File: src/rtl/pmt_buffer_stage.sv
// pmt_buffer_stage: ping-pong per-lane frame buffer read back in stride-4 transposed order.
module pmt_buffer_stage #(
  parameter int DATA_WIDTH   = 16,
  parameter int PROBLEM_SIZE = 64,
  parameter int ADDR_WIDTH   = 4
) (
  input  logic                  clk,
  input  logic                  rst,
  input  logic                  ctrl_in,
  input  logic [DATA_WIDTH-1:0] x_a_in,
  input  logic [DATA_WIDTH-1:0] y_a_in,
  input  logic [DATA_WIDTH-1:0] x_b_in,
  input  logic [DATA_WIDTH-1:0] y_b_in,
  input  logic [DATA_WIDTH-1:0] x_c_in,
  input  logic [DATA_WIDTH-1:0] y_c_in,
  input  logic [DATA_WIDTH-1:0] x_d_in,
  input  logic [DATA_WIDTH-1:0] y_d_in,
  output logic [DATA_WIDTH-1:0] x_a_out,
  output logic [DATA_WIDTH-1:0] y_a_out,
  output logic [DATA_WIDTH-1:0] x_b_out,
  output logic [DATA_WIDTH-1:0] y_b_out,
  output logic [DATA_WIDTH-1:0] x_c_out,
  output logic [DATA_WIDTH-1:0] y_c_out,
  output logic [DATA_WIDTH-1:0] x_d_out,
  output logic [DATA_WIDTH-1:0] y_d_out,
  output logic                  ctrl_out
);
  localparam int D = PROBLEM_SIZE / 4;
  localparam logic [ADDR_WIDTH-1:0] LAST = ADDR_WIDTH'(D - 1);
  typedef enum logic {W_IDLE, W_FILL} w_state_t;
  typedef enum logic {R_IDLE, R_READ} r_state_t;
  w_state_t r_wst, w_wst_nxt;
  r_state_t r_rst_q, w_rst_nxt;
  logic [ADDR_WIDTH-1:0] r_wc, w_wc_nxt, r_rc, w_rc_nxt, w_wlo, w_rot;
  logic r_wr_bank, w_wr_bank_nxt, r_rd_bank, w_rd_bank_nxt;
  logic w_we, w_frame_done, w_rd_act, r_ctrl;
  logic [ADDR_WIDTH:0] w_waddr, w_raddr;
  logic [DATA_WIDTH-1:0] w_din [8];
  logic [DATA_WIDTH-1:0] w_dout [8];
  always_ff @(posedge clk) begin
    if (rst) begin
      r_wst     <= W_IDLE;
      r_rst_q   <= R_IDLE;
      r_wc      <= '0;
      r_rc      <= '0;
      r_wr_bank <= 1'b0;
      r_rd_bank <= 1'b0;
    end else begin
      r_wst     <= w_wst_nxt;
      r_rst_q   <= w_rst_nxt;
      r_wc      <= w_wc_nxt;
      r_rc      <= w_rc_nxt;
      r_wr_bank <= w_wr_bank_nxt;
      r_rd_bank <= w_rd_bank_nxt;
    end
  end
  // a ctrl_in pulse always restarts the frame, discarding any partial one
  always_comb begin
    w_wst_nxt     = r_wst;
    w_wc_nxt      = r_wc;
    w_wr_bank_nxt = r_wr_bank;
    w_we          = 1'b0;
    w_wlo         = r_wc;
    w_frame_done  = 1'b0;
    if (ctrl_in) begin
      w_we      = 1'b1;
      w_wlo     = '0;
      w_wc_nxt  = ADDR_WIDTH'(1);
      w_wst_nxt = W_FILL;
    end else if (r_wst == W_FILL) begin
      w_we     = 1'b1;
      w_wc_nxt = r_wc + 1'b1;
      if (r_wc == LAST) begin
        w_frame_done  = 1'b1;
        w_wr_bank_nxt = ~r_wr_bank;
        w_wst_nxt     = W_IDLE;
      end
    end
    w_rst_nxt     = r_rst_q;
    w_rc_nxt      = r_rc;
    w_rd_bank_nxt = r_rd_bank;
    if (w_frame_done) begin
      w_rst_nxt     = R_READ;
      w_rc_nxt      = '0;
      w_rd_bank_nxt = r_wr_bank;
    end else if (r_rst_q == R_READ) begin
      w_rc_nxt  = r_rc + 1'b1;
      w_rst_nxt = (r_rc == LAST) ? R_IDLE : R_READ;
    end
  end
  if (ADDR_WIDTH == 2) begin : g_rot_id
    assign w_rot = r_rc;
  end else begin : g_rot
    assign w_rot = {r_rc[ADDR_WIDTH-3:0], r_rc[ADDR_WIDTH-1:ADDR_WIDTH-2]};
  end
  assign w_waddr  = {r_wr_bank, w_wlo};
  assign w_raddr  = {r_rd_bank, w_rot};
  assign w_rd_act = (r_rst_q == R_READ);
  assign w_din    = '{x_a_in, y_a_in, x_b_in, y_b_in, x_c_in, y_c_in, x_d_in, y_d_in};
  for (genvar g = 0; g < 8; g++) begin : g_lane
    logic [DATA_WIDTH-1:0] r_mem [2*D];
    logic [DATA_WIDTH-1:0] r_q;
    always_ff @(posedge clk) begin
      if (w_we) r_mem[w_waddr] <= w_din[g];
      r_q <= (rst || !w_rd_act) ? '0 : r_mem[w_raddr];
    end
    assign w_dout[g] = r_q;
  end
  always_ff @(posedge clk) r_ctrl <= !rst && w_rd_act && (r_rc == '0);
  assign {x_a_out, y_a_out, x_b_out, y_b_out} = {w_dout[0], w_dout[1], w_dout[2], w_dout[3]};
  assign {x_c_out, y_c_out, x_d_out, y_d_out} = {w_dout[4], w_dout[5], w_dout[6], w_dout[7]};
  assign ctrl_out = r_ctrl;
endmodule

File: config.mk
export PLATFORM = sky130hd
export DESIGN_NAME = pmt_buffer_stage
export DESIGN_NICKNAME = d
export VERILOG_FILES = /design/src/rtl/pmt_buffer_stage.sv
export SDC_FILE = /design/constraint.sdc
export NUM_CORES = 2
export LEC_CHECK = 0
export ABC_CLOCK_PERIOD_IN_PS = 24700
export CAP_MARGIN = 40
export CORE_ASPECT_RATIO = 0.7
export CORE_UTILIZATION = 53
export CTS_BUF_LIST = sky130_fd_sc_hd__clkbuf_4 sky130_fd_sc_hd__clkbuf_8 sky130_fd_sc_hd__clkbuf_16
export CTS_CLUSTER_DIAMETER = 120
export DETAILED_ROUTE_END_ITERATION = 10
export PLACE_DENSITY = 0.69
export SLEW_MARGIN = 15
export SYNTH_ARGS = -nofsm -noshare
export SYNTH_HDL_FRONTEND = slang
export SYNTH_SLANG_ARGS = --single-unit
File: constraint.sdc
create_clock -name clk -period 24.7 [get_ports clk]
set_input_delay 3.705 -clock clk [delete_from_list [all_inputs] [get_ports clk]]
set_output_delay 3.705 -clock clk [all_outputs]
set_load 0.03 [all_outputs]
==> impl_metrics.env <==
export IMPL_outcome="finished clean"
export IMPL_drv_cap=0
export IMPL_cp_cell_sequence="clkdlybuf4s50_1, nor2b_1, nand3b_1, buf_6, nor2_4, buf_4, buf_4"
export IMPL_slew_viol_final=0
export IMPL_detail_route_wl_per_cell_microns=33.9
export IMPL_wl_met1_microns=176000
export IMPL_path_max_fanout=46
export IMPL_power_density_nw_per_um2=77.9
export IMPL_seq_area_frac_synth=0.793
export IMPL_netlist_area_sq_um=159000
export IMPL_vdd_drop_max_mv=0.0626
export IMPL_endpoint_kind="flip-flop"
export IMPL_cts_tree="yes"
export IMPL_io_pins=260
export IMPL_fin_nets=8449
export IMPL_start_kind="input pin"
export IMPL_synth_edf_count=4096
export IMPL_synthCells=7727
export IMPL_stdcell_count=12608
export IMPL_grt_first_pass_wirelength_microns=600000
export IMPL_synth_area_top_cells="edfxtp_1 77%, mux2i_1 7.8%, mux4_2 5.7%"
export IMPL_yosys_register_bits=4237
export IMPL_nFillCells=20157
export IMPL_antenna_found_initial=38
export IMPL_portBuffers=259
export IMPL_grt_max_degree=131
export IMPL_cts_root_buf="clkbuf_16"
export IMPL_avgSynthCellArea_sq_um=20.5
export IMPL_syn_num_nets=7861
export IMPL_p_leak_nw=54.6
export IMPL_viasPerCell=6.49
export IMPL_yosysWarnings=0
export IMPL_rsz0062_at_grt="false"
export IMPL_setup_tns_final_ns=0
export IMPL_dp_hpwl_microns=260000
export IMPL_synthArstFlopShare=0
export IMPL_path_common_cell="buf_4"
export IMPL_max_slew_margin=0.0642
export IMPL_hold_viol_final=0
export IMPL_cpLargestDelayFamily="buffers and inverters"
export IMPL_area_growth_pct=14.5
export IMPL_overflow=0
export IMPL_synth_ff_type="edfxtp_1"
export IMPL_synth_top_cell_area_share=0.775
export IMPL_clk_pin_slew_ns=0.06
export IMPL_synth_most_common_cell="edfxtp_1"
export IMPL_placedCellCount=11879
export IMPL_timing_final_crit_period_ns=6.31
export IMPL_tightest_slew_ns=1.40
export IMPL_route_met2_wl_microns=185000
export IMPL_h_tree_depth=5
export IMPL_cts_buffer_depth=4
export IMPL_die_w_microns=656
export IMPL_hold_buffers=0
export IMPL_grt_usage=0.280
export IMPL_drc=0
export IMPL_synth_cell_types=42
export IMPL_synth_area_leader_cell="edfxtp_1"
export IMPL_required_ns=25.20
export IMPL_fmax_mhz=159
export IMPL_gp_congestion=0.847
export IMPL_worst_path_buf_inv=4
export IMPL_drive_gt1_frac=0.176
export IMPL_core_area_sq_um=297000
export IMPL_hold_path_class="reg2reg"
export IMPL_slowest_delay_ns=0.76
export IMPL_arrival_ns=6.81
export IMPL_fp_dieH_microns=460
export IMPL_drt_iter0_markers=13535
export IMPL_vias=81881
export IMPL_wl_met3_microns=59400
export IMPL_crit_type="in2reg"
export IMPL_wirelength_microns=428000
export IMPL_rows=167
export IMPL_finalSetupViolCount=0
export IMPL_drtPass1Iterations=6
export IMPL_cts_made_buffers=387
export IMPL_cts_setup_buffers=0
export IMPL_die_area_sq_um=302000
export IMPL_dr_max_layer_used="met5"
export IMPL_finalCritPeriodShare=0.255
export IMPL_clk_latency_ns=0.93
export IMPL_cts_sinks=4237
export IMPL_first_global_vias=77445
export IMPL_initial_core_util=0.535
export IMPL_ant_nets=0
export IMPL_cpMaxStageDelayCell="buf_4"
export IMPL_post_cts_resized=0
export IMPL_synthTopCellsByCount="4,096 x edfxtp_1, 1,241 x mux2i_1, 437 x o22ai_1"
export IMPL_fin_worst_skew_ns=0.0785
placed cells by master, fill, tap and decap left out, types with 33 or more instances in the layout:
| cell | synthesis | layout |
|---|---|---|
| edfxtp_1 | 4096 | 4096 |
| mux2i_1 | 1241 | 1241 |
| o22ai_1 | 437 | 437 |
| mux4_2 | 405 | 405 |
| clkbuf_16 | 0 | 391 |
| buf_4 | 67 | 265 |
| clkdlybuf4s50_1 | 0 | 241 |
| a22oi_1 | 237 | 237 |
| a22o_1 | 148 | 148 |
| dfxtp_1 | 141 | 138 |
| nand3_1 | 134 | 132 |
| o211ai_1 | 127 | 127 |
| clkbuf_4 | 4 | 93 |
| nor2_1 | 127 | 89 |
| o21ai_0 | 72 | 72 |
| clkinv_1 | 0 | 69 |
| clkinv_2 | 0 | 57 |
| buf_16 | 0 | 54 |
| buf_12 | 0 | 43 |
| nor4_1 | 53 | 42 |
| nor2_4 | 0 | 39 |
| bufinv_16 | 0 | 33 |
routing by layer:
layer / track usage / vias to the layer above
li1: - / 33305
met4: 0.0543 / 18
met1: 0.441 / 42536
met2: 0.396 / 5503
met3: 0.0742 / 519
met5: 0 / -
final timing paths:
check | endpoint | from | slack (ns) | cells past startpoint
worst min-delay path | r_wc[1]$_SDFFE_PP0P_ | r_wc[1]$_SDFFE_PP0P_ | 0.64 | 2
worst max register to register | y_a_out[1]$_SDFF_PP0_ | r_rc[2]$_SDFFE_PP0P_ | 19.70 | 10
worst min register to register | r_wc[1]$_SDFFE_PP0P_ | r_wc[1]$_SDFFE_PP0P_ | 0.64 | 2
worst max-delay path | g_lane[5].r_mem[5][5]$_DFFE_PP_ | ctrl_in | 18.39 | 7
area by class of cell:
class	count	area, sq um	share of cell area
inverter	2	12.5	0.0000688
timing repair buffer	649	7160	0.0394
clock inverter	198	2000	0.0110
antenna	7	17.5	0.0000964
multi-input combinational	3038	31000	0.170
clock buffer	506	10800	0.0594
tap	3971	4970	0.0273
sequential	4237	126000	0.692
stage by stage:
| step | util | worst slack, ns | hold slack (ns) | cell area [sq um] | power (W) |
|---|---|---|---|---|---|
| 2_1_floorplan | - | 14.39 | 0.499 | 159000 | 0.00809 |
| 3_3_place_gp | 0.560 | 16.85 | 0.584 | 166000 | 0.00825 |
| 3_5_place_dp | 0.568 | 17.35 | 0.599 | 169000 | 0.00826 |
| 4_1_cts | 0.611 | 18.29 | 0.625 | 181000 | 0.0142 |
| 5_1_grt | 0.612 | 18.31 | 0.669 | 182000 | 0.0145 |
| 6_report | 0.612 | 18.39 | 0.637 | 182000 | 0.0142 |
worst min-delay path, stage by stage, from the launching register on:
cell and delay [ns]:
dfxtp_1 0.37, mux2i_1 0.15, nor3_1 0.06
kinds of logic (layout without fill, tap and decap cells):
group,count (synthesis),in the layout,share of synthesized area
xor gates and xnor gates,7,7,0.000386
buffers and inverters,452,1355,0.0151
adders and majority gates,3,3,0.000236
and+or+nand+nor,355,355,0.0109
other,0,7,0
AOI/OAI and AO/OA,1027,1027,0.0451
DFF,4237,4237,0.793
muxes,1646,1646,0.136
flip-flops by register name (all words and copies together) (netlist names):
| register | flops |
|---|---|
| r_rd_bank | 1 |
| y_d_out | 16 |
| r_rst_q | 1 |
| y_b_out | 16 |
| r_wst | 1 |
| y_a_out | 16 |
| x_a_out | 16 |
| y_c_out | 16 |
| x_d_out | 16 |
| x_b_out | 16 |
| ctrl_out | 1 |
| r_rc | 4 |
| x_c_out | 16 |
| r_wc | 4 |
| r_wr_bank | 1 |
| g_lane.r_mem | 4096 |
power breakdown:
part	switching [W]	internal, W	total, W	leakage [nW]
sequential	0.00000608	0.00790	0.00790	38.1
clock	0.00261	0.00344	0.00605	6.36
combinational	0.000167	0.0000447	0.000212	10.2
total	0.00278	0.0114	0.0142	54.6
Note: power is estimated with default switching activity, not from simulation.
